--- src/rtl/seg7_pkg.sv ---
// Shared constants for the seven-segment register bank: hex font, CTRL bit
// positions and register address helpers.
package seg7_pkg;

  localparam int CTRL_HEX      = 0;
  localparam int CTRL_BLANK    = 1;
  localparam int CTRL_BLINK_EN = 2;

  // Active-high g..a patterns; the leftmost entry is nibble F, the rightmost nibble 0.
  localparam logic [15:0][6:0] HEX_FONT = '{
    7'h71, 7'h79, 7'h5E, 7'h39, 7'h7C, 7'h77, 7'h6F, 7'h7F,
    7'h07, 7'h7D, 7'h6D, 7'h66, 7'h4F, 7'h5B, 7'h06, 7'h3F
  };

  function automatic logic [6:0] font(input logic [3:0] nib);
    return HEX_FONT[nib];
  endfunction

  function automatic int ctrl_addr(input int ndigits);
    return ndigits;
  endfunction

  function automatic int mask_addr(input int ndigits);
    return ndigits + 1;
  endfunction

endpackage

--- src/rtl/blink_timer.sv ---
// Free-running blink timer: phase toggles every BLINK_DIV cycles; restart
// forces the visible (phase=0) half to begin again.
module blink_timer #(
  parameter int BLINK_DIV = 25000000
) (
  input  logic Clock,
  input  logic Resetn,
  input  logic restart,
  output logic phase
);

  localparam int CW = (BLINK_DIV > 1) ? $clog2(BLINK_DIV) : 1;
  localparam logic [CW-1:0] LAST = CW'(BLINK_DIV - 1);

  logic [CW-1:0] cnt_q, cnt_d;
  logic          phase_q, phase_d;

  always_comb begin
    cnt_d   = cnt_q + 1'b1;
    phase_d = phase_q;
    if (restart) begin
      cnt_d   = '0;
      phase_d = 1'b0;
    end else if (cnt_q == LAST) begin
      cnt_d   = '0;
      phase_d = ~phase_q;
    end
  end

  always_ff @(posedge Clock) begin
    if (!Resetn) begin
      cnt_q   <= '0;
      phase_q <= 1'b0;
    end else begin
      cnt_q   <= cnt_d;
      phase_q <= phase_d;
    end
  end

  assign phase = phase_q;

endmodule

--- src/rtl/seg7_bank.sv ---
// Memory-mapped bank of NDIGITS active-low seven-segment displays with hex
// decode, global blanking, per-digit blinking and registered read-back.
module seg7_bank
  import seg7_pkg::*;
#(
  parameter int NDIGITS   = 6,
  parameter int BLINK_DIV = 25000000,
  parameter int AW        = 4
) (
  input  logic                   Clock,
  input  logic                   Resetn,
  input  logic [6:0]             Data,
  input  logic [AW-1:0]          Addr,
  input  logic                   Sel,
  input  logic                   Rd,
  output logic [6:0]             RdData,
  output logic [7*NDIGITS-1:0]   H
);

  localparam logic [AW-1:0] CTRL_A = AW'(ctrl_addr(NDIGITS));
  localparam logic [AW-1:0] MASK_A = AW'(mask_addr(NDIGITS));

  logic [7*NDIGITS-1:0] digit_all;
  logic [2:0]           ctrl_q;
  logic [NDIGITS-1:0]   mask_q;
  logic [6:0]           rd_data_q, rd_data_d;
  logic [7*NDIGITS-1:0] h_q, h_d;
  logic                 phase;
  logic                 ctrl_wr;

  assign ctrl_wr = Sel && (Addr == CTRL_A);

  blink_timer #(.BLINK_DIV(BLINK_DIV)) u_timer (
    .Clock   (Clock),
    .Resetn  (Resetn),
    .restart (ctrl_wr),
    .phase   (phase)
  );

  generate
    for (genvar gi = 0; gi < NDIGITS; gi++) begin : gen_digit
      logic [6:0] digit_q;
      logic [6:0] pattern;
      logic       dark;

      always_ff @(posedge Clock) begin
        if (!Resetn)
          digit_q <= '0;
        else if (Sel && (Addr == AW'(gi)))
          digit_q <= Data;
      end

      assign pattern = ctrl_q[CTRL_HEX] ? font(digit_q[3:0]) : digit_q;
      assign dark    = ctrl_q[CTRL_BLANK] |
                       (ctrl_q[CTRL_BLINK_EN] & mask_q[gi] & phase);

      assign digit_all[7*gi +: 7] = digit_q;
      assign h_d[7*gi +: 7]       = dark ? 7'h7F : ~pattern;
    end
  endgenerate

  always_ff @(posedge Clock) begin
    if (!Resetn) begin
      ctrl_q <= '0;
      mask_q <= '0;
    end else if (Sel) begin
      if (Addr == CTRL_A) ctrl_q <= Data[2:0];
      if (Addr == MASK_A) mask_q <= Data[NDIGITS-1:0];
    end
  end

  // Unmapped addresses fall through to zero.
  always_comb begin
    rd_data_d = '0;
    for (int i = 0; i < NDIGITS; i++) begin
      if (Addr == AW'(i)) rd_data_d = digit_all[7*i +: 7];
    end
    if (Addr == CTRL_A) rd_data_d = {4'b0000, ctrl_q};
    if (Addr == MASK_A) rd_data_d = 7'(mask_q);
  end

  always_ff @(posedge Clock) begin
    if (!Resetn) begin
      rd_data_q <= '0;
      h_q       <= '1;
    end else begin
      if (Rd) rd_data_q <= rd_data_d;
      h_q <= h_d;
    end
  end

  assign RdData = rd_data_q;
  assign H      = h_q;

endmodule

--- config.mk ---
export PLATFORM = sky130hd
export DESIGN_NAME = seg7_bank
export DESIGN_NICKNAME = d
export VERILOG_FILES = /design/src/rtl/seg7_pkg.sv /design/src/rtl/blink_timer.sv /design/src/rtl/seg7_bank.sv
export SDC_FILE = /design/constraint.sdc
export NUM_CORES = 1
export LEC_CHECK = 0
export BUFFER_PORTS_ARGS = -buffer_cell sky130_fd_sc_hd__buf_2
export CAP_MARGIN = 20
export CELL_PAD_IN_SITES_DETAIL_PLACEMENT = 1
export CELL_PAD_IN_SITES_GLOBAL_PLACEMENT = 2
export CORE_ASPECT_RATIO = 0.7
export CORE_MARGIN = 2
export CORE_UTILIZATION = 38
export CTS_CLUSTER_SIZE = 20
export DETAILED_ROUTE_END_ITERATION = 10
export PLACE_DENSITY = 0.82
export SYNTH_ARGS = -nofsm -noshare
export SYNTH_HDL_FRONTEND = slang
export SYNTH_SLANG_ARGS = --single-unit
--- constraint.sdc ---
create_clock -name Clock -period 3.3 [get_ports Clock]
set_input_delay 0.33 -clock Clock [delete_from_list [all_inputs] [get_ports Clock]]
set_output_delay 0.33 -clock Clock [all_outputs]
set_load 0.03 [all_outputs]
# --- Yosys cells after proc, flatten, opt, wreduce, memory -nomap -nowiden ---
# Memories as Yosys holds them, arrays and structs flattened. A register that Yosys moved wholly into a read port is not among the register bits.
# Cells that the tools add are included.
totals:
  regBits: 126
  mem_bits_ro: 672
  inputBits: 15
  out_inout_bits: 49
  wordCells: 114
  mem_count: 6
memory_table:
  columns: ["name", "depth", "word_bits", "rd", "rd_ports_with_merged_regs", "wr", "line_no", "text"]
  rows:
  - ["(name not given)", 16, 7, 1, 1, 0, "seg7_pkg.sv:16", "return HEX_FONT[nib];"]
  - ["(name not given)", 16, 7, 1, 1, 0, "seg7_pkg.sv:16", null]
  - ["(name not given)", 16, 7, 1, 1, 0, "seg7_pkg.sv:16", null]
  - ["(name not given)", 16, 7, 1, 1, 0, "seg7_pkg.sv:16", null]
  - ["(name not given)", 16, 7, 1, 1, 0, "seg7_pkg.sv:16", null]
  - ["(name not given)", 16, 7, 1, 1, 0, "seg7_pkg.sv:16", null]
op_classes:
  add_sub_neg: 1
  order_cmp: 6
  n_eq_ne: 8
  mux: 32
  bitwise: 26
  n_reduce_logical: 18
ops:
  columns: ["cell", "n"]
  rows:
  - ["7-bit two-way mux", 20]
  - ["4-bit two-way mux", 12]
  - ["7-bit inverter", 6]
  - ["4-bit by 5-bit < comparator with 1-bit output, second input constant", 6]
  - ["25-bit by 1-bit adder with 25-bit output, second input constant", 1]
  - ["25-bit equality test, second input constant", 1]
  - ["4-bit by 3-bit equality test with 1-bit output, second input constant", 4]
  - ["2-bit OR reduction", 7]
  - ["1-bit AND", 12]
  - ["4-bit by 2-bit equality test with 1-bit output, second input constant", 2]
  - ["1-bit logical AND", 7]
  - ["1-bit OR", 6]
  - ["4-bit by 1-bit equality test with 1-bit output, second input constant", 1]
  - ["4-bit zero test", 1]
  - ["2-bit AND reduction", 2]
  - ["3-bit OR reduction", 1]
  - ["1-bit inverter", 2]

# --- Depth between registers and ports, before layout ---
# Gate-level depths: netlist of run 1.
depth:
  word_depth: 9
  depth_mapped: 11
  ltp_nobuf: 9

# --- Modules after synthesis ---
# Synthesis of run 1 repeated with hierarchy kept, for this count alone.
unflattened:
  hier_cells: 892
  area_unflattened_um2: 8369.3
modules_own_cells:
  columns: ["module", "n_inst", "cells_each", "area_each_um2"]
  rows:
  - ["seg7_bank", 1, 751, 7158.1]
  - ["blink_timer", 1, 141, 1211.2]

# --- Worst setup path after synthesis of run 1 ---
# No wires, ideal clock.
synth_timing:
  path_kind: "input -> register"
  from: "in Addr[3]"
  to: "reg with a tool-made name"
  setup_ns: 0.058
  arrival_time_ns: 2.486
  required_time_ns: 3.242
  path_slack_ns: 0.757
  path_stages: 11
  n_path_buf: 2
  path_cell_list: "or3b_1 > buf_2 > or2_1 > buf_6 > mux2i_1 > nor2b_1 > inv_1 > ha_1 > inv_1 > mux4_2 > inv_1"
synth_lines:
  columns: ["element", "line_no", "text"]
  rows:
  - ["start, declared", "seg7_bank.sv:13", "input logic [AW-1:0] Addr,"]

==> results of run 1 <==
==> worst reg2reg max path: cells and delay by family (launching register included) <==
kind             cells  cell delay, ps
and+or+nand+nor      5            1850
DFF                  1             360
==> cell families after synthesis <==
group           count (synthesis)  share of synthesized area [%]
mux                           106                          15.51
buf+inv                        79                          3.915
fa+ha+maj                      43                          6.654
xor+xnor                       23                          2.491
simple gates                  289                          16.90
compound gates                150                          12.94
flops                         168                          41.60
==> how the worst max path moves through the flow <==
stage / end / from / slack [ps]
5_1_grt: register / Addr[0] / 510
4_1_cts: register / Addr[0] / 810
3_3_place_gp: register / Addr[2] / 450
3_5_place_dp: register / Addr[2] / 380
6_report: register / Addr[0] / 780
2_1_floorplan: register / Addr[3] / 760
==> cell usage in the layout, fill, tap and decap left out, types with 4 or more instances in the layout <==
master,n
mux2_2,50
a32oi_1,5
and3_1,5
inv_1,40
ha_1,43
nand2b_1,5
a21oi_1,20
nor2b_1,23
bufinv_16,5
or2_2,4
o21ai_0,40
nand4_1,12
a21boi_0,33
nand3_1,12
mux4_2,10
nor2_1,49
buf_4,25
clkbuf_16,17
mux2i_1,45
and2_1,8
xnor2_1,7
nand3b_1,4
nand2_1,138
o22a_1,4
buf_2,63
a2bb2oi_1,6
nor3_1,8
a311oi_1,5
a22oi_1,10
dfxtp_1,167
xor2_1,16
a211oi_1,4
==> per-stage QoR <==
step / cell area [sq um] / util [%] / power [mW] / hold WS [ps] / setup slack [ps]
5_1_grt: 9425 / 45.29 / 4.700 / 215.2 / 506.4
6_report: 9425 / 45.29 / 4.540 / 199.3 / 778.9
3_5_place_dp: 8777 / 42.18 / 2.374 / 441.2 / 379.9
3_3_place_gp: 8777 / 42.18 / 2.372 / 440.4 / 452.5
2_1_floorplan: 8085 / - / 2.281 / 425.8 / 756.8
4_1_cts: 9420 / 45.27 / 4.579 / 185.2 / 812.8
==> synthesized netlist by cell type (4+ instances only) <==
library cell,instances,share of area [%]
dfxtp_1,168,42
nand2_1,138,6.4
mux2_2,50,7.0
nor2_1,49,2.3
mux2i_1,45,5.6
ha_1,43,6.7
inv_1,40,1.9
o21ai_0,40,2.5
a21boi_0,33,3.1
clkbuf_1,24,1.1
nor2b_1,23,1.8
a21oi_1,20,1.2
xor2_1,16,1.7
nand3_1,12,0.74
nand4_1,12,0.93
a22oi_1,10,0.93
mux4_2,10,2.8
buf_2,9,0.56
and2_1,8,0.62
nor3_1,8,0.50
xnor2_1,7,0.76
a2bb2oi_1,6,0.65
a311oi_1,5,0.54
a32oi_1,5,0.54
and3_1,5,0.39
nand2b_1,5,0.39
a211oi_1,4,0.37
nand3b_1,4,0.37
o22a_1,4,0.43
or2_2,4,0.31
==> metal layers <==
layer / vias up / global-route usage, %
met2: 124 / 32.61
met1: 3228 / 32.62
li1: 3121 / -
met4: 0 / 4.687
met3: 21 / 4.710
met5: - / 0
==> area by class of cell <==
| type | count | area [sq um] | share of cell area (%) |
|---|---|---|---|
| Antenna cell | 2 | 5.005 | 0.05310 |
| Clock buffer | 20 | 446.7 | 4.739 |
| Clock inverter | 11 | 196.4 | 2.084 |
| Inverter | 42 | 158.9 | 1.686 |
| Multi-Input combinational cell | 611 | 4405 | 46.74 |
| Sequential cell | 168 | 3364 | 35.70 |
| Tap cell | 276 | 345.3 | 3.664 |
| Timing Repair Buffer | 88 | 503.0 | 5.337 |
==> where the power goes <==
group	switching [mW]	total [mW]	internal [mW]	leakage, nW
clock	0.845	2.21	1.36	0.312
combinational	0.165	0.252	0.0870	2.15
sequential	0.0208	2.08	2.06	1.36
total	1.03	4.54	3.51	3.82
==> qor.tcl, run 1 <==
set qor(type_of_the_worst_setup_path) {primary input to register}
set qor(hp-class) {primary input to register}
set qor(cts.sink_count) 168
set qor(timing.rr.start) {u_timer.cnt_q[6]}
set qor(num-fill-cells) 2421
set qor(ctsHoldBuffers) 0
set qor(total_leakage_power_nw) 3.819
set qor(antenna_violating_nets_post_route) 0
set qor(grt_remaining_overflow) 0
set qor(fin_nets) 986
set qor(routed.top_layer) {met4}
set qor(timing.final.crit_share_pct) 76.40
set qor(clock_skew_ps) 8.267
set qor(routed_wl_microns) 23670
set qor(final_period_minus_worst_setup_slack_ps) 2521
set qor(dieWidth_microns) 178.3
set qor(clockBufferDepth) 2
set qor(die_y_microns) 126.0
set qor(cts_made_buffers) 17
set qor(critPathTopFamily) {simple AND/OR/NAND/NOR gates}
set qor(tightest_slew_ps) 1025
set qor(placement_rows) 44
set qor(avgRoutedWirePerCell_microns) 19.43
set qor(cp-end-kind) {register}
set qor(synth.avg_cell_area_sq_um) 9.423
set qor(maxCapViolCount) 0
set qor(cts.htree.levels) 4
set qor(portBuffers) 63
set qor(grt_antenna_before_repair) 2
set qor(clk_pin_slew_ps) 60
set qor(cts_setup_buffers) 0
set qor(synth.yosys.seq_area_share_pct) 41.60
set qor(timing.critical_path.buf_inv) 2
set qor(timing.hold.worst_path_depth) 3
set qor(report.final.slew_viol_count) 0
set qor(critical_path_depth) 9
set qor(final-instance-count-excl-fill) 1218
set qor(place_congestion) 0.8825
set qor(mappedNetlistArea_sq_um) 8085
set qor(worst_path_max_delay_cell) {a21boi_0}
set qor(postSynth.asyncResetShare_pct) 0
set qor(floorplan.initialDensity_pct) 38.85
set qor(ir_worst_vdd_v) 0.0003804
set qor(dr.pass1.iters) 5
set qor(finalSetupViolCount) 0
set qor(detailed_place_hpwl_microns) 17520
set qor(drc_errors) 0
set qor(drt-vias-per-instance) 5.332
set qor(overall_global_routing_usage_pct) 21.98
set qor(power_density_nw_per_um2) 481.6
set qor(crit-reg2reg-capture) {u_timer.cnt_q[14]}
set qor(rr_worst_depth) 5
set qor(synth.ff_latch_count) 168
set qor(status) {completed}
set qor(ys_types) 59
set qor(synthCells) 858
set qor(timing.max_slew.rel_slack_pct) 30.95
set qor(clk_latency_ps) 440
set qor(detailroute.via_count) 6494
set qor(max_freq_mhz) 396.7
set qor(timing.critical_path.required_ps) 3650
set qor(synth_edf_count) 0
set qor(maximum_number_of_pins_on_one_net_before_global_route_repair) 41
set qor(report.final.hold_viol_count) 0
set qor(placed_cells) 1185
set qor(yosysWarnings) 0
set qor(hold_path_end) {mask_q[3]}
set qor(cpPeakStageDelay_ps) 460
set qor(rsz_0062_raised_after_global_routing) {false}
set qor(route.layer.met1.wl_microns) 12230
set qor(fp.dieArea_sq_um) 22480
set qor(met2_length_microns) 10250
set qor(post_cts_resized) 0
set qor(layout-drive-gt1-share_pct) 20.85
set qor(cts-root-buf) {clkbuf_16}
set qor(grt_pass1_wl_microns) 37910
set qor(r2r_slack_ps) 960
set qor(crit_path_start_kind) {primary input}
set qor(wl_met3_microns) 954
set qor(worstHoldStart) {Data[3]}
set qor(worstPathMaxFanout) 23
set qor(list_of_cells_traversed_by_the_critical_path) {buf_2, nand2b_1, nor2_1, nand2_1, a21boi_0, inv_1, ha_1, or2_2, a21oi_1}
set qor(via_count_of_the_first_global_routing_pass) 6599
set qor(ioPinCount) 64
set qor(fin_tns_setup_ps) 0
set qor(core_area_sq_um) 20810
set qor(synth_nets) 916
set qor(critPathArrivalTime_ps) 2870
set qor(ys_dominant_reg_cell) {dfxtp_1}
set qor(cts_tree) {yes}
set qor(flow.area_growth_from_synthesis_pct) 16.57
set qor(drt_iter0_markers) 351
(Power assumes the default switching activity.)
==> run 2, diff against run 1 <==
- CORE_UTILIZATION: 38 -> 34
- PLACE_DENSITY: 0.82 -> 0.78
- clock period: 3.3 -> 2.1 ns (I/O delays scaled with it)
==> run 2 against run 1 <==
  * Sequential cell count stayed put
  * Register-to-register slack got worse by 860 ps
  * Highest routed layer unchanged
  * Die area grew 11%
  * Largest cell class unchanged
  * Global-route usage down 1.3 points
  * Setup slack worse by 680 ps
  * Sequential share of layout area down 2.4 points
  * Count of clock-buffer cells in the layout shrank 1
  * Combinational power increased by 91%
  * Non-clock buffer count up 84
  * Cell area grew 7.4%
==> qor.tcl, run 2 (same netlist as run 1, synthesis figures left out) <==
set qor(drt-vias-per-instance) 5.065
set qor(ir_worst_vdd_v) 0.0006107
set qor(routed_wl_microns) 24940
set qor(preCtsSetupSlack_ps) -334.0
set qor(fp.dieArea_sq_um) 25050
set qor(type_of_the_worst_setup_path) {register to register}
set qor(num-fill-cells) 2760
set qor(worst_path_max_delay_cell) {or4b_2}
set qor(final-instance-count-excl-fill) 1343
set qor(total_leakage_power_nw) 4.210
set qor(dr.pass1.iters) 6
set qor(fin_nets) 1070
set qor(cts-root-buf) {clkbuf_16}
set qor(cts_tree) {yes}
set qor(finalSetupViolCount) 0
set qor(comb_pwr_share_pct) 6.9
set qor(die_y_microns) 133.0
set qor(antenna_violating_nets_post_route) 0
set qor(max_freq_mhz) 499.5
set qor(clk_pin_slew_ps) 80
set qor(critPathTopFamily) {simple AND/OR/NAND/NOR gates}
set qor(grt_antenna_before_repair) 0
set qor(flow.area_growth_from_synthesis_pct) 25.16
set qor(detailed_place_hpwl_microns) 18900
set qor(critPathArrivalTime_ps) 2340
set qor(worstPathMaxFanout) 25
set qor(drc_errors) 0
set qor(crit_path_start_kind) {register}
set qor(tightest_slew_ps) 789.0
set qor(cp-end-kind) {register}
set qor(maximum_number_of_pins_on_one_net_before_global_route_repair) 32
set qor(grt_pass1_wl_microns) 39790
set qor(detailroute.via_count) 6802
set qor(rsz_0062_raised_after_global_routing) {false}
set qor(timing.max_slew.rel_slack_pct) 47.21
set qor(avgRoutedWirePerCell_microns) 18.57
set qor(cts_made_buffers) 17
set qor(switching_power_mw) 1.774
set qor(clk_latency_ps) 450
set qor(drt_iter0_markers) 417
set qor(swShare_pct) 25.27
set qor(report.final.hold_viol_count) 0
set qor(cts_setup_buffers) 0
set qor(dieWidth_microns) 188.3
set qor(power_density_nw_per_um2) 693.7
set qor(place_congestion) 0.8299
set qor(final_period_minus_worst_setup_slack_ps) 2002
set qor(overall_global_routing_usage_pct) 20.70
set qor(hp-class) {primary input to register}
set qor(maxCapViolCount) 0
set qor(timing.critical_path.buf_inv) 1
set qor(finalWorstSetupSlack_ps) 98.15
set qor(power_report.internal_total_mw) 5.246
set qor(grt_remaining_overflow) 0
set qor(layout.cells.most_common_list) {167 x dfxtp_1, 138 x nand2_1, 106 x buf_4}
set qor(report.final.slew_viol_count) 0
set qor(floorplan.initialDensity_pct) 34.37
set qor(clock_skew_ps) 17.50
set qor(list_of_cells_traversed_by_the_critical_path) {or4b_2, nor4_1, and4bb_2, or2_2, buf_12, nor2_1}
set qor(portBuffers) 63
set qor(placement_rows) 47
set qor(cpPeakStageDelay_ps) 670
set qor(placed_cells) 1311
set qor(clockBufferDepth) 2
set qor(insertedDiodeCount) 0
set qor(cts.sink_count) 168
set qor(via_count_of_the_first_global_routing_pass) 6911
set qor(layout-drive-gt1-share_pct) 28.20
set qor(seq_power_share_pct) 46.5
set qor(status) {completed}
set qor(ctsHoldBuffers) 0
set qor(post_cts_resized) 0
set qor(core_area_sq_um) 23520
set qor(cts.htree.levels) 4
set qor(mostFrequentLayoutCell) {dfxtp_1}
set qor(timing.critical_path.required_ps) 2440
set qor(ioPinCount) 64
set qor(clock_power_share_pct) 46.7
set qor(timing.final.crit_share_pct) 95.33
==> run 2: per-layer routing <==
metal	global-route usage (%)	vias to the layer above	share of wire [%]
li1	-	3300	-
met1	31.16	3324	53
met2	29.60	148	42
met3	4.032	30	4.1
met4	6.250	0	1.7
met5	0	-	0
==> run 2: through the flow <==
step                      area, sq um  utilization (%)  setup TNS, ps  hold slack (ps)  power [mW]
final                           10120            43.02              0            80.58       7.020
after global routing            10120            43.02              0            102.4       7.281
after CTS                       10110            42.99              0            72.67       7.103
after detailed placement         9514            40.45          -4160            447.6       3.811
after global placement           9514            40.45          -2995            433.8       3.806
after floorplan                  8114                -         -657.9            354.9       3.588
==> run 2: worst paths after layout <==
path	start	to	slack, ps	cells past startpoint
max	u_timer.cnt_q[6]	u_timer.cnt_q[20]	100	6
min	Data[3]	mask_q[3]	80	3
max reg2reg	u_timer.cnt_q[6]	u_timer.cnt_q[20]	100	6
min reg2reg	RdData[5]	RdData[5]	460	2
==> run 2: cell type report <==
class,count,area (sq um),share of cell area (%)
multi-input combinational,611,4428,43.76
clock inverter,13,156.4,1.546
tap,318,397.9,3.932
clock buffer,19,442.9,4.377
sequential,168,3364,33.25
inverter,42,158.9,1.570
timing repair buffer,172,1171,11.57
==> run 2: power groups by stage <==
stage / Sequential, mW / Combinational (mW) / Clock, mW
floorplan: 3.34 / 0.244 / 0
global placement: 3.33 / 0.471 / 0
detailed placement: 3.34 / 0.476 / 0
CTS: 3.26 / 0.478 / 3.36
global route: 3.27 / 0.521 / 3.49
finish: 3.26 / 0.482 / 3.28
==> run 2: tightest hold or removal path: stages <==
cell	delay, ps
buf_2	140
nand2_1	60
a21boi_0	70
==> run 3, diff against run 2 <==
- ABC_AREA: default -> 1
- CORE_UTILIZATION: 34 -> 31
- SKIP_LAST_GASP: default -> 1
==> run 3 against run 2 <==
  * Clock skew fell by 5.3 ps
  * Hold slack improved by 13 ps
  * Via count rose by 2.3%
  * First-iteration DRC count fell by 26%
  * Non-clock buffer count fell by 89
  * Maximum frequency rose by 17%
  * Setup slack improved by 280 ps
  * Sequential share of layout area rose by 3.0 points
==> qor.tcl, run 3 <==
set qor(power_density_nw_per_um2) 751.3
set qor(total_leakage_power_nw) 4.305
set qor(critPathLaunch) {Addr[2]}
set qor(cts-root-buf) {clkbuf_16}
set qor(type_of_the_worst_setup_path) {primary input to register}
set qor(detailroute.via_count) 6958
set qor(maximum_number_of_pins_on_one_net_before_global_route_repair) 33
set qor(drt_iter0_markers) 309
set qor(finalSetupViolCount) 0
set qor(tightest_slew_ps) 538.7
set qor(netlist.top_cell.by_area) {dfxtp_1}
set qor(ys_dominant_reg_cell) {dfxtp_1}
set qor(clockBufferDepth) 2
set qor(max_freq_mhz) 582.4
set qor(grt.met3_usage_pct) 3.452
set qor(floorplan.initialDensity_pct) 31.74
set qor(fin_tns_setup_ps) 0
set qor(report.final.slew_viol_count) 0
set qor(mostFrequentLayoutCell) {nand2_1}
set qor(global_route_hottest_layer) {met1}
set qor(status) {completed}
set qor(grt_use_met2_pct) 27.80
set qor(dr.pass1.iters) 5
set qor(insertedDiodeCount) 0
set qor(cts_setup_buffers) 0
set qor(cp-end-kind) {register}
set qor(final_period_minus_worst_setup_slack_ps) 1717
set qor(report.final.hold_viol_count) 0
set qor(detailed_place_hpwl_microns) 18250
set qor(fp.dieArea_sq_um) 26710
set qor(ys_types) 32
set qor(layout.cells.most_common_list) {300 x nand2_1, 168 x dfxtp_1, 130 x inv_1}
set qor(yosysWarnings) 0
set qor(grt_antenna_before_repair) 0
set qor(synth.ff_latch_count) 168
set qor(post_cts_resized) 0
set qor(drt-vias-per-instance) 4.673
set qor(die_y_microns) 137.3
set qor(clock_skew_ps) 12.18
set qor(met1_usage_pct) 27.90
set qor(yosysTopAreaCellShare_pct) 42.71
set qor(place_congestion) 0.8115
set qor(cts.htree.levels) 4
set qor(rsz_0062_raised_after_global_routing) {false}
set qor(avgRoutedWirePerCell_microns) 16.17
set qor(synth.yosys.seq_area_share_pct) 42.71
set qor(crit_path_start_kind) {primary input}
set qor(synth.top_cells.by_count) {300 x nand2_1, 168 x dfxtp_1, 130 x inv_1}
set qor(synth.avg_cell_area_sq_um) 7.366
set qor(yosysMostFrequentCell) {nand2_1}
set qor(worstPathMaxFanout) 8
set qor(p_total_mw) 6.972
set qor(synthCells) 1069
set qor(portBuffers) 63
set qor(layout-drive-gt1-share_pct) 15.72
set qor(antenna_violating_nets_post_route) 0
set qor(dieWidth_microns) 194.5
set qor(synth_nets) 1127
set qor(timing.rr.start) {ctrl_q[0]}
set qor(cts_made_buffers) 17
set qor(flow.area_growth_from_synthesis_pct) 17.86
set qor(via_count_of_the_first_global_routing_pass) 6911
set qor(ioPinCount) 64
set qor(fin_nets) 1209
set qor(core_area_sq_um) 24800
set qor(worstHoldStart) {Data[1]}
set qor(routed_wl_microns) 24080
set qor(overall_global_routing_usage_pct) 18.80
set qor(timing.final.crit_share_pct) 81.76
set qor(clk_pin_slew_ps) 70
set qor(mappedNetlistArea_sq_um) 7874
set qor(ctsHoldBuffers) 0
set qor(maxCapViolCount) 0
set qor(postSynth.asyncResetShare_pct) 0
set qor(placement_rows) 48
set qor(critPathArrivalTime_ps) 2050
set qor(synth_edf_count) 0
set qor(timing.max_slew.rel_slack_pct) 64.04
set qor(hp-class) {primary input to register}
set qor(yosys-top-cells-area) {dfxtp_1 43%, nand2_1 14%, ha_1 6.8%}
set qor(ir_worst_vdd_v) 0.0004997
set qor(grt_remaining_overflow) 0
set qor(cts.sink_count) 168
set qor(drc_errors) 0
set qor(clk_latency_ps) 440
set qor(timing.critical_path.required_ps) 2430
set qor(cts_tree) {yes}
set qor(grt_pass1_wl_microns) 38430
==> run 3: cell count changes after synthesis, moves of 33 or more <==
cell      change
a21boi_0     -33
inv_1        +90
nand3_1      +64
mux2i_1      -45
mux2_2       -50
o211ai_1     +47
nand2_1     +162
==> run 3: logic make-up after synthesis <==
group,synth area share [%]
buf+inv,8.517
flops,42.71
xor+xnor,1.001
simple gates,30.13
fa+ha+maj,6.833
compound gates,10.81
==> run 3: per-stage QoR <==
step           hold WS [ps]  std cells  utilization (%)  cell area, sq um  setup slack (ps)
6_report              94.03       1489            37.41              9280             383.0
5_1_grt               121.4       1489            37.41              9280             182.0
4_1_cts               79.04       1489            37.41              9280             390.5
3_3_place_gp          416.3       1457            35.06              8697             8.763
3_5_place_dp          417.4       1457            35.06              8697            -71.03
2_1_floorplan         344.9       1069                -              7874             402.5
==> run 3: metal layers <==
layer | share of wire (%) | up-vias
li1 | - | 3565
met1 | 55 | 3280
met2 | 41 | 96
met3 | 3.1 | 17
met4 | 0.86 | 0
met5 | 0 | -
==> run 3: final cells by class <==
type                       instances  area (sq um)
timing repair buffer              83         503.0
sequential                       168          3363
inverter                         154         584.3
multi-input combinational        727          3840
clock buffer                      21         470.5
tap                              325         406.6
fill                            3115         15520
clock inverter                    11         112.6
==> run 3: path summary, 6_finish.rpt <==
path	endpoint	slack [ps]	depth (start not counted)
max reg2reg	H[5]	390	4
min reg2reg	H[27]	420	1
max	register	380	13
min	ctrl_q[1]	90	3
==> run 3: power breakdown <==
group	total [mW]	internal, mW	switching (mW)
combinational	0.520	0.151	0.369
sequential	3.32	3.28	0.0400
clock	3.13	1.74	1.39
total	6.97	5.17	1.80
==> run 3: worst max-delay path, stage by stage <==
cell and delay (ps):
buf_2 110, inv_1 50, nor2_2 240, nand2_2 150, nor2_4 200, inv_2 100, nand2_1 70, nand3_1 230
inv_1 230, ha_1 200, nand2_1 90, nand3_1 110, nand2_1 60
